==> src/rtl/reg_writeback_queue_if.sv <==
// Bus bundle for the register write-back queue: request input, register-bank
// write port, bypass lookups and occupancy status.
interface reg_writeback_queue_if #(
    parameter int DEPTH = 4,
    parameter int CW    = $clog2(DEPTH) + 1
);
    logic          InValid;
    logic          InReady;
    logic [4:0]    InRegister;
    logic [31:0]   InData;
    logic          RegWrite;
    logic [4:0]    WriteRegister;
    logic [31:0]   WriteData;
    logic          WriteReady;
    logic [4:0]    ReadRegister1;
    logic [4:0]    ReadRegister2;
    logic          Hit1;
    logic          Hit2;
    logic [31:0]   BypassData1;
    logic [31:0]   BypassData2;
    logic [CW-1:0] Count;
    logic          Empty;
    logic          Full;

    modport master (
        output InValid, InRegister, InData, WriteReady, ReadRegister1, ReadRegister2,
        input  InReady, RegWrite, WriteRegister, WriteData, Hit1, Hit2,
               BypassData1, BypassData2, Count, Empty, Full
    );

    modport slave (
        input  InValid, InRegister, InData, WriteReady, ReadRegister1, ReadRegister2,
        output InReady, RegWrite, WriteRegister, WriteData, Hit1, Hit2,
               BypassData1, BypassData2, Count, Empty, Full
    );
endinterface

==> src/rtl/reg_writeback_queue.sv <==
// Circular FIFO of pending register write-backs that drains into the register
// bank and offers a youngest-match bypass lookup on two read ports.
module reg_writeback_queue #(
    parameter int DEPTH = 4,
    parameter int CW    = $clog2(DEPTH) + 1
) (
    input  logic              clk,
    input  logic              rst_n,
    reg_writeback_queue_if.slave bus
);
    localparam int PW = $clog2(DEPTH);

    logic [4:0]    entry_reg  [DEPTH];
    logic [31:0]   entry_data [DEPTH];
    logic [PW-1:0] head;
    logic [PW-1:0] tail;
    logic [CW-1:0] count;
    logic          accept;
    logic          push;
    logic          pop;

    // Fullness comes from the registered count, so a same-cycle pop never frees a slot early.
    assign bus.Full    = (count == CW'(DEPTH));
    assign bus.Empty   = (count == '0);
    assign bus.InReady = !bus.Full;
    assign bus.Count   = count;

    // Writes to $0 finish the handshake but never occupy an entry.
    assign accept = bus.InValid && bus.InReady;
    assign push   = accept && (bus.InRegister != 5'd0);
    assign pop    = !bus.Empty && bus.WriteReady;

    assign bus.RegWrite      = !bus.Empty;
    assign bus.WriteRegister = bus.Empty ? 5'd0  : entry_reg[head];
    assign bus.WriteData     = bus.Empty ? 32'd0 : entry_data[head];

    always_ff @(posedge clk or negedge rst_n) begin
        if (!rst_n) begin
            for (int i = 0; i < DEPTH; i++) begin
                entry_reg[i]  <= '0;
                entry_data[i] <= '0;
            end
            head  <= '0;
            tail  <= '0;
            count <= '0;
        end else begin
            if (push) begin
                entry_reg[tail]  <= bus.InRegister;
                entry_data[tail] <= bus.InData;
                tail             <= tail + 1'b1;
            end
            if (pop) begin
                head <= head + 1'b1;
            end
            if (push && !pop) begin
                count <= count + 1'b1;
            end else if (pop && !push) begin
                count <= count - 1'b1;
            end
        end
    end

    logic [PW-1:0] idx;
    logic          hit1;
    logic          hit2;
    logic [31:0]   byp1;
    logic [31:0]   byp2;

    // Walk oldest to youngest so the last match seen is the one closest to tail.
    always_comb begin
        idx  = '0;
        hit1 = 1'b0;
        hit2 = 1'b0;
        byp1 = '0;
        byp2 = '0;
        for (int k = 0; k < DEPTH; k++) begin
            idx = head + PW'(k);
            if (CW'(k) < count) begin
                if (bus.ReadRegister1 != 5'd0 && entry_reg[idx] == bus.ReadRegister1) begin
                    hit1 = 1'b1;
                    byp1 = entry_data[idx];
                end
                if (bus.ReadRegister2 != 5'd0 && entry_reg[idx] == bus.ReadRegister2) begin
                    hit2 = 1'b1;
                    byp2 = entry_data[idx];
                end
            end
        end
    end

    assign bus.Hit1        = hit1;
    assign bus.Hit2        = hit2;
    assign bus.BypassData1 = byp1;
    assign bus.BypassData2 = byp2;
endmodule

==> src/flat_wrapper.sv <==
// flat-port wrapper written by rule: the top's interface ports become plain ports
module reg_writeback_queue_flat 
#(
    parameter int DEPTH = 4,
    parameter int CW    = $clog2(DEPTH) + 1
)
  (clk, rst_n, bus_InValid, bus_InRegister, bus_InData, bus_WriteReady, bus_ReadRegister1, bus_ReadRegister2, bus_InReady, bus_RegWrite, bus_WriteRegister, bus_WriteData, bus_Hit1, bus_Hit2, bus_BypassData1, bus_BypassData2, bus_Count, bus_Empty, bus_Full);
  reg_writeback_queue_if #(.DEPTH(DEPTH), .CW(CW)) bus_i ();
  input  logic clk;
  input  logic rst_n;
  input wire logic [$bits(bus_i.InValid)-1:0] bus_InValid;
  input wire logic [$bits(bus_i.InRegister)-1:0] bus_InRegister;
  input wire logic [$bits(bus_i.InData)-1:0] bus_InData;
  input wire logic [$bits(bus_i.WriteReady)-1:0] bus_WriteReady;
  input wire logic [$bits(bus_i.ReadRegister1)-1:0] bus_ReadRegister1;
  input wire logic [$bits(bus_i.ReadRegister2)-1:0] bus_ReadRegister2;
  output wire logic [$bits(bus_i.InReady)-1:0] bus_InReady;
  output wire logic [$bits(bus_i.RegWrite)-1:0] bus_RegWrite;
  output wire logic [$bits(bus_i.WriteRegister)-1:0] bus_WriteRegister;
  output wire logic [$bits(bus_i.WriteData)-1:0] bus_WriteData;
  output wire logic [$bits(bus_i.Hit1)-1:0] bus_Hit1;
  output wire logic [$bits(bus_i.Hit2)-1:0] bus_Hit2;
  output wire logic [$bits(bus_i.BypassData1)-1:0] bus_BypassData1;
  output wire logic [$bits(bus_i.BypassData2)-1:0] bus_BypassData2;
  output wire logic [$bits(bus_i.Count)-1:0] bus_Count;
  output wire logic [$bits(bus_i.Empty)-1:0] bus_Empty;
  output wire logic [$bits(bus_i.Full)-1:0] bus_Full;
  assign bus_i.InValid = bus_InValid;
  assign bus_i.InRegister = bus_InRegister;
  assign bus_i.InData = bus_InData;
  assign bus_i.WriteReady = bus_WriteReady;
  assign bus_i.ReadRegister1 = bus_ReadRegister1;
  assign bus_i.ReadRegister2 = bus_ReadRegister2;
  assign bus_InReady = bus_i.InReady;
  assign bus_RegWrite = bus_i.RegWrite;
  assign bus_WriteRegister = bus_i.WriteRegister;
  assign bus_WriteData = bus_i.WriteData;
  assign bus_Hit1 = bus_i.Hit1;
  assign bus_Hit2 = bus_i.Hit2;
  assign bus_BypassData1 = bus_i.BypassData1;
  assign bus_BypassData2 = bus_i.BypassData2;
  assign bus_Count = bus_i.Count;
  assign bus_Empty = bus_i.Empty;
  assign bus_Full = bus_i.Full;
  reg_writeback_queue #(.DEPTH(DEPTH), .CW(CW)) u_core (.clk(clk), .rst_n(rst_n), .bus(bus_i));
endmodule
==> config.mk <==
export PLATFORM = sky130hd
export DESIGN_NAME = reg_writeback_queue_flat
export DESIGN_NICKNAME = d
export VERILOG_FILES = /design/src/rtl/reg_writeback_queue_if.sv /design/src/rtl/reg_writeback_queue.sv /design/src/flat_wrapper.sv
export SDC_FILE = /design/constraint.sdc
export NUM_CORES = 1
export LEC_CHECK = 0
export CORE_MARGIN = 1
export CORE_UTILIZATION = 59
export CTS_CLUSTER_DIAMETER = 200
export DETAILED_ROUTE_END_ITERATION = 7
export DONT_BUFFER_PORTS = 1
export PLACE_DENSITY_LB_ADDON = 0.1
export RECOVER_POWER = 100
export SLEW_MARGIN = 5
export SYNTH_ARGS = -nofsm -noshare
export SYNTH_HDL_FRONTEND = slang
export SYNTH_SLANG_ARGS = --single-unit
==> constraint.sdc <==
create_clock -name clk -period 3.3 [get_ports clk]
set_input_delay 0.66 -clock clk [delete_from_list [all_inputs] [get_ports clk]]
set_output_delay 0.66 -clock clk [all_outputs]
set_load 0.02 [all_outputs]
==> results of run 1 <==
==> kinds of logic after synthesis <==
| group | after synthesis |
|---|---|
| and+or+nand+nor | 458 |
| muxes | 291 |
| AOI/OAI and AO/OA | 258 |
| DFF | 155 |
| buffers and inverters | 144 |
| xor gates and xnor gates | 50 |
| adders and majority gates | 9 |
==> worst max-delay path, delay by kind of cell (launching register included) <==
| family | cells | cell delay (ps) |
|---|---|---|
| flops | 1 | 520 |
| compound gates | 3 | 680 |
| simple gates | 1 | 230 |
| mux | 1 | 570 |
| xor+xnor | 1 | 170 |
| buf+inv | 4 | 690 |
==> area by class of cell <==
class,instances,area share
Timing Repair Buffer,159,0.108
Inverter,9,0.00229
Multi-Input combinational cell,1066,0.584
Sequential cell,155,0.245
Clock buffer,18,0.0277
Tap cell,270,0.0213
Clock inverter,14,0.0112
==> worst max-delay path by stage <==
stage / depth (start not counted) / to / slack (ps) / startpoint
3_5_place_dp: 8 / bus_BypassData1[4] / -240 / u_core.head[0]
3_3_place_gp: 9 / bus_BypassData1[6] / -240 / u_core.head[0]
5_1_grt: 10 / bus_BypassData2[24] / -710 / u_core.head[1]
4_1_cts: 10 / bus_BypassData1[0] / -530 / u_core.head[0]
6_report: 10 / bus_BypassData1[2] / -660 / u_core.head[0]
2_1_floorplan: 10 / bus_BypassData1[1] / -20 / u_core.head[0]
==> placed cells by master (no fill, tap or decap), drive strengths merged, types with 25 or more instances in the layout <==
cell    netlist  final
mux2i        93     93
dfrtp       155    155
o21ai        33     33
o221ai       29     29
clkbuf       90     32
and2         61     61
a21oi        88     88
nor2b        25     25
buf          45    144
mux2        182    182
a211oi       32     32
a31oi        64     64
xnor2        34     34
nor2         76     76
nand3        39     39
nor3        150    150
nand2        85     85
==> per-stage QoR <==
step / hold slack (ps) / setup TNS [ps]
CTS: -90.8 / -30640
detailed placement: 369 / -8370
finish: -85.6 / -36650
global placement: 370 / -5800
global route: -101 / -43040
floorplan: 364 / -41.1
==> Yosys cell counts (13+ instances only) <==
| cell type | instances | area share |
|---|---|---|
| xnor2_1 | 34 | 0.024 |
| mux4_2 | 16 | 0.029 |
| a21oi_1 | 88 | 0.035 |
| xor2_1 | 16 | 0.011 |
| dfrtp_1 | 155 | 0.31 |
| o21ai_0 | 32 | 0.013 |
| a31oi_1 | 64 | 0.032 |
| nand3_1 | 39 | 0.016 |
| mux2_2 | 182 | 0.16 |
| o221ai_1 | 29 | 0.020 |
| nor3_1 | 150 | 0.060 |
| nor2b_1 | 25 | 0.013 |
| nor2_1 | 76 | 0.023 |
| a211oi_2 | 30 | 0.030 |
| buf_1 | 13 | 0.0039 |
| buf_2 | 22 | 0.0089 |
| clkbuf_1 | 90 | 0.027 |
| nand2_1 | 85 | 0.026 |
| mux2i_1 | 93 | 0.075 |
| and2_1 | 61 | 0.031 |
==> layer usage <==
metal  GRT usage  up-vias  routed length [µm]
met1       0.472     5806               16100
li1            -     5096                   -
met3       0.102      211                4440
met4       0.193        0                2110
met2       0.608      743               19800
met5           0        -                   0
==> repair_timing <==
| action | in CTS | in global routing |
|---|---|---|
| setup buffers | 20 | 11 |
| gates cloned | 3 | 4 |
| resized for setup | 108 | 78 |
| endpoints found under the hold margin | 155 | 155 |
| pin swaps | 43 | 38 |
| setup endpoints to repair | 73 | 86 |
==> impl_metrics.toml, run 1 <==
[placement]
placed_area_um2 = 13700
hpwl_um = 25300
dp_cells = 1622
pre_cts_ws_ps = -239
io_buffers = 0
gp_congestion = 0.892

[outcome]
failed_checks = "hold timing, setup timing"
status = "complete, but fails checks"

[critical_path]
critPathKind = "reg2out"
worstReg2RegStart = "u_core.bus.Count[0]"
crit_fanout = 8
start_kind = "flip-flop"
crit_required_ps = 2640
cp_common_cell = "buf_4"
r2r_end = "u_core.entry_data[116]"
cp.arrival_ps = 3300
crit_chain = "buf_6, mux4_2, xor2_1, a211o_1, nor4_4, buf_4, buf_12, a31oi_1, a211oi_2, buf_4"
reg2reg_slack_ps = 200
slowest_delay_ps = 570
worst-r2r-cell-count = 8
endpoint_kind = "output pin"
cpMaxStageDelayCell = "mux4_2"

[finish]
fillers = 1342
area_growth_syn_to_layout_pct = 27.6
seqCellArea_um2 = 3890
diodes = 0
fin_nets = 1468
final_util = 0.776
final_area_um2 = 15900
largest_reg_flops = 128
drive_gt1_frac = 0.388
final_cells = 1691
multi_input_area_um2 = 9260

[global_routing]
overflow = 0
track_usage = 0.380
grt_pass1_vias = 11678
grt_pass1_wl_um = 63900
antenna_found_initial = 0
grt_max_degree = 156

[yosys]
ys_seq_area_frac = 0.312
synth_top_family_by_area = "multiplexers"
synth-adder-area-share = 0.00906
syn_nets = 1425
synth_xor_area_frac = 0.0352
synth_seq_cells = 155
yosysWarnings = 0
syn_area_um2 = 12400
synthFlopType = "dfrtp_1"
synth.mux.area_fraction = 0.269
synth-compound-area-share = 0.143
synth.avg_cell_area_um2 = 9.10
syn_inst = 1365
synthArstFlopShare = 1.00
synth.distinct_cells = 42
synthSimpleGateAreaFrac = 0.181
synth_edf_count = 0

[sta]
rsz0062_at_grt = "yes"
finalMaxSlewViolations = 0
finalClockSkew_ps = 10.4
setup_ws_ps = -658
setup_viol = 78
fin_crit_sh = 1.20
max_slew_margin = 0.453
hold_viol = 155
fmaxAchievable_mhz = 253
worst_slew_pin_slew_ps = 821
period_needed_ps = 3960
holdWs_ps = -85.6

[clock_network]
clk_latency_ps = 440
cts_root_buffer = "clkbuf_16"
cts_made_buffers = 17
clk_pin_slew_ps = 70
tritoncts = "yes"
clockBufferDepth = 2
h-tree-depth = 4
cts_sinks = 155

[min_path]
hold_path_class = "in2async"

[detailed_routing]
drc_errors = 0
wl_per_cell_um = 25.2
vias = 11856
ant_nets = 0
via_per_inst = 7.01
totalWireLength_um = 42500
drtIter0Drc = 1227
first_pass_iters = 6

[floorplan]
die_h_um = 147
io_pins = 161
core-area_um2 = 20400
rows = 52
start_util = 0.608
die-area_um2 = 21600
die_w_um = 147

[run]
cap_violations = 0
Power of run 1 is not shown: default switching activity piles up to over one toggle a cycle in this logic, so the estimate is an artifact.
==> run 2, diff against run 1 <==
--- a/config.mk
+++ b/config.mk
@@ -7,6 +7,7 @@
 export LEC_CHECK = 0
 export CORE_MARGIN = 1
 export CORE_UTILIZATION = 59
+export CTS_BUF_LIST = sky130_fd_sc_hd__clkbuf_16
 export CTS_CLUSTER_DIAMETER = 200
 export DETAILED_ROUTE_END_ITERATION = 7
 export DONT_BUFFER_PORTS = 1
==> run 2 against run 1 <==
  * The run still ends with hold timing, setup timing left
  * Worst setup slack worse by 27 ps
  * Final area is essentially flat
  * Clock-buffer cell count is 1 lower
  * Flip-flop and latch count did not move
  * Via count fell by 0.11%
  * Wire length up 0.42%
  * Clock skew grew 1.3 ps
  * Largest cell class unchanged
  * Global-route usage about the same
==> impl_metrics.toml, run 2 (synthesized netlist as in run 1, its figures left out) <==
[outcome]
status = "complete, but fails checks"
failed_checks = "hold timing, setup timing"

[clock_network]
clk_pin_slew_ps = 70
cts_root_buffer = "clkbuf_16"
clk_latency_ps = 440
clockBufferDepth = 2
cts_sinks = 155
tritoncts = "yes"
cts_made_buffers = 17
h-tree-depth = 4

[sta]
holdWs_ps = -89.7
finalClockSkew_ps = 11.8
rsz0062_at_grt = "yes"
period_needed_ps = 3980
hold_viol = 76
max_slew_margin = 0.453
fmaxAchievable_mhz = 251
setup_viol = 77
fin_crit_sh = 1.21
setup_ws_ps = -685
finalMaxSlewViolations = 0
worst_slew_pin_slew_ps = 820

[global_routing]
grt_pass1_wl_um = 63900
grt_max_degree = 156
track_usage = 0.380
overflow = 0
grt_pass1_vias = 11682
antenna_found_initial = 0

[detailed_routing]
drtIter0Drc = 1179
drc_errors = 0
vias = 11843
ant_nets = 0
wl_per_cell_um = 25.3
totalWireLength_um = 42700
via_per_inst = 7.00
first_pass_iters = 6

[floorplan]
die_h_um = 147
start_util = 0.608
core-area_um2 = 20400
io_pins = 161
die-area_um2 = 21600
rows = 52
die_w_um = 147

[min_path]
hold_path_class = "in2async"

[finish]
final_cell_mix = "181 x mux2_2, 153 x dfrtp_1, 132 x nor3_1"
final_common_cell = "mux2_2"
fin_nets = 1468
drive_gt1_frac = 0.391
diodes = 0
area_growth_syn_to_layout_pct = 27.7
largest_reg_flops = 128

[critical_path]
endpoint_kind = "output pin"
start_kind = "flip-flop"
critPathKind = "reg2out"
cp.arrival_ps = 3320
crit_fanout = 8
crit_required_ps = 2640

[run]
cap_violations = 0

[placement]
pre_cts_ws_ps = -239
hpwl_um = 25300
io_buffers = 0
gp_congestion = 0.892
-- run 2: changes by cell type in the layout (fill, tap and decap cells not counted), moves of 2 or more --
cell	change
a21oi_2	+2
a31oi_4	+2
a31oi_1	-2
and2_1	-3
and2_2	+2
a21oi_1	-2
-- run 2: metrics by stage --
step	utilization	TNS, ps	cell area, µm²	cells
after detailed placement	0.672	-8370	13700	1622
after global placement	0.672	-5800	13700	1622
after floorplan	-	-41.1	12800	1365
final	0.777	-37620	15900	1691
after CTS	0.749	-30640	15300	1677
after global routing	0.777	-43340	15900	1691
-- run 2: repair_timing --
item | CTS | global route
setup buffers | 20 | 11
hold endpoints to repair | 155 | 155
gates resized for setup | 108 | 84
pin swaps | 43 | 36
endpoints found under the setup margin | 73 | 86
gates cloned | 3 | 4
-- run 2: final timing paths --
kind                                     endpoint              startpoint  slack, ps  cells past startpoint
min                           u_core.entry_reg[3]                   rst_n        -90                      0
max reg2reg                u_core.entry_data[116]     u_core.bus.Count[0]        180                      8
min in group clk            u_core.entry_data[92]          bus_InData[28]        360                      1
max in group asynchronous  u_core.entry_data[101]                   rst_n       2970                      0
max                            bus_BypassData1[2]          u_core.head[0]       -680                      9
min reg2reg                u_core.entry_data[115]  u_core.entry_data[115]        520                      1
-- run 2: worst max-delay path, cell delays in order, from the launching register on --
cell	delay, ps
dfrtp_4	520
buf_6	120
mux4_2	530
a211o_1	290
a2111oi_4	420
o21ai_4	130
and2_4	250
buf_12	190
a211oi_2	230
buf_4	190
-- run 2: final cells by class --
class | count | area [µm²]
Sequential cell | 155 | 3890
Tap cell | 270 | 338
Multi-Input combinational cell | 1066 | 9290
Clock buffer | 17 | 425
Inverter | 9 | 36.3
Fill cell | 1339 | 4560
Timing Repair Buffer | 159 | 1710
Clock inverter | 15 | 181
-- run 2: metal layers --
layer,vias up,part of all wire,global-route usage
li1,5078,-,-
met1,5739,0.37,0.471
met2,792,0.47,0.607
met3,234,0.11,0.104
met4,0,0.052,0.193
met5,-,0,0
Power of run 2 is left out for the same reason.
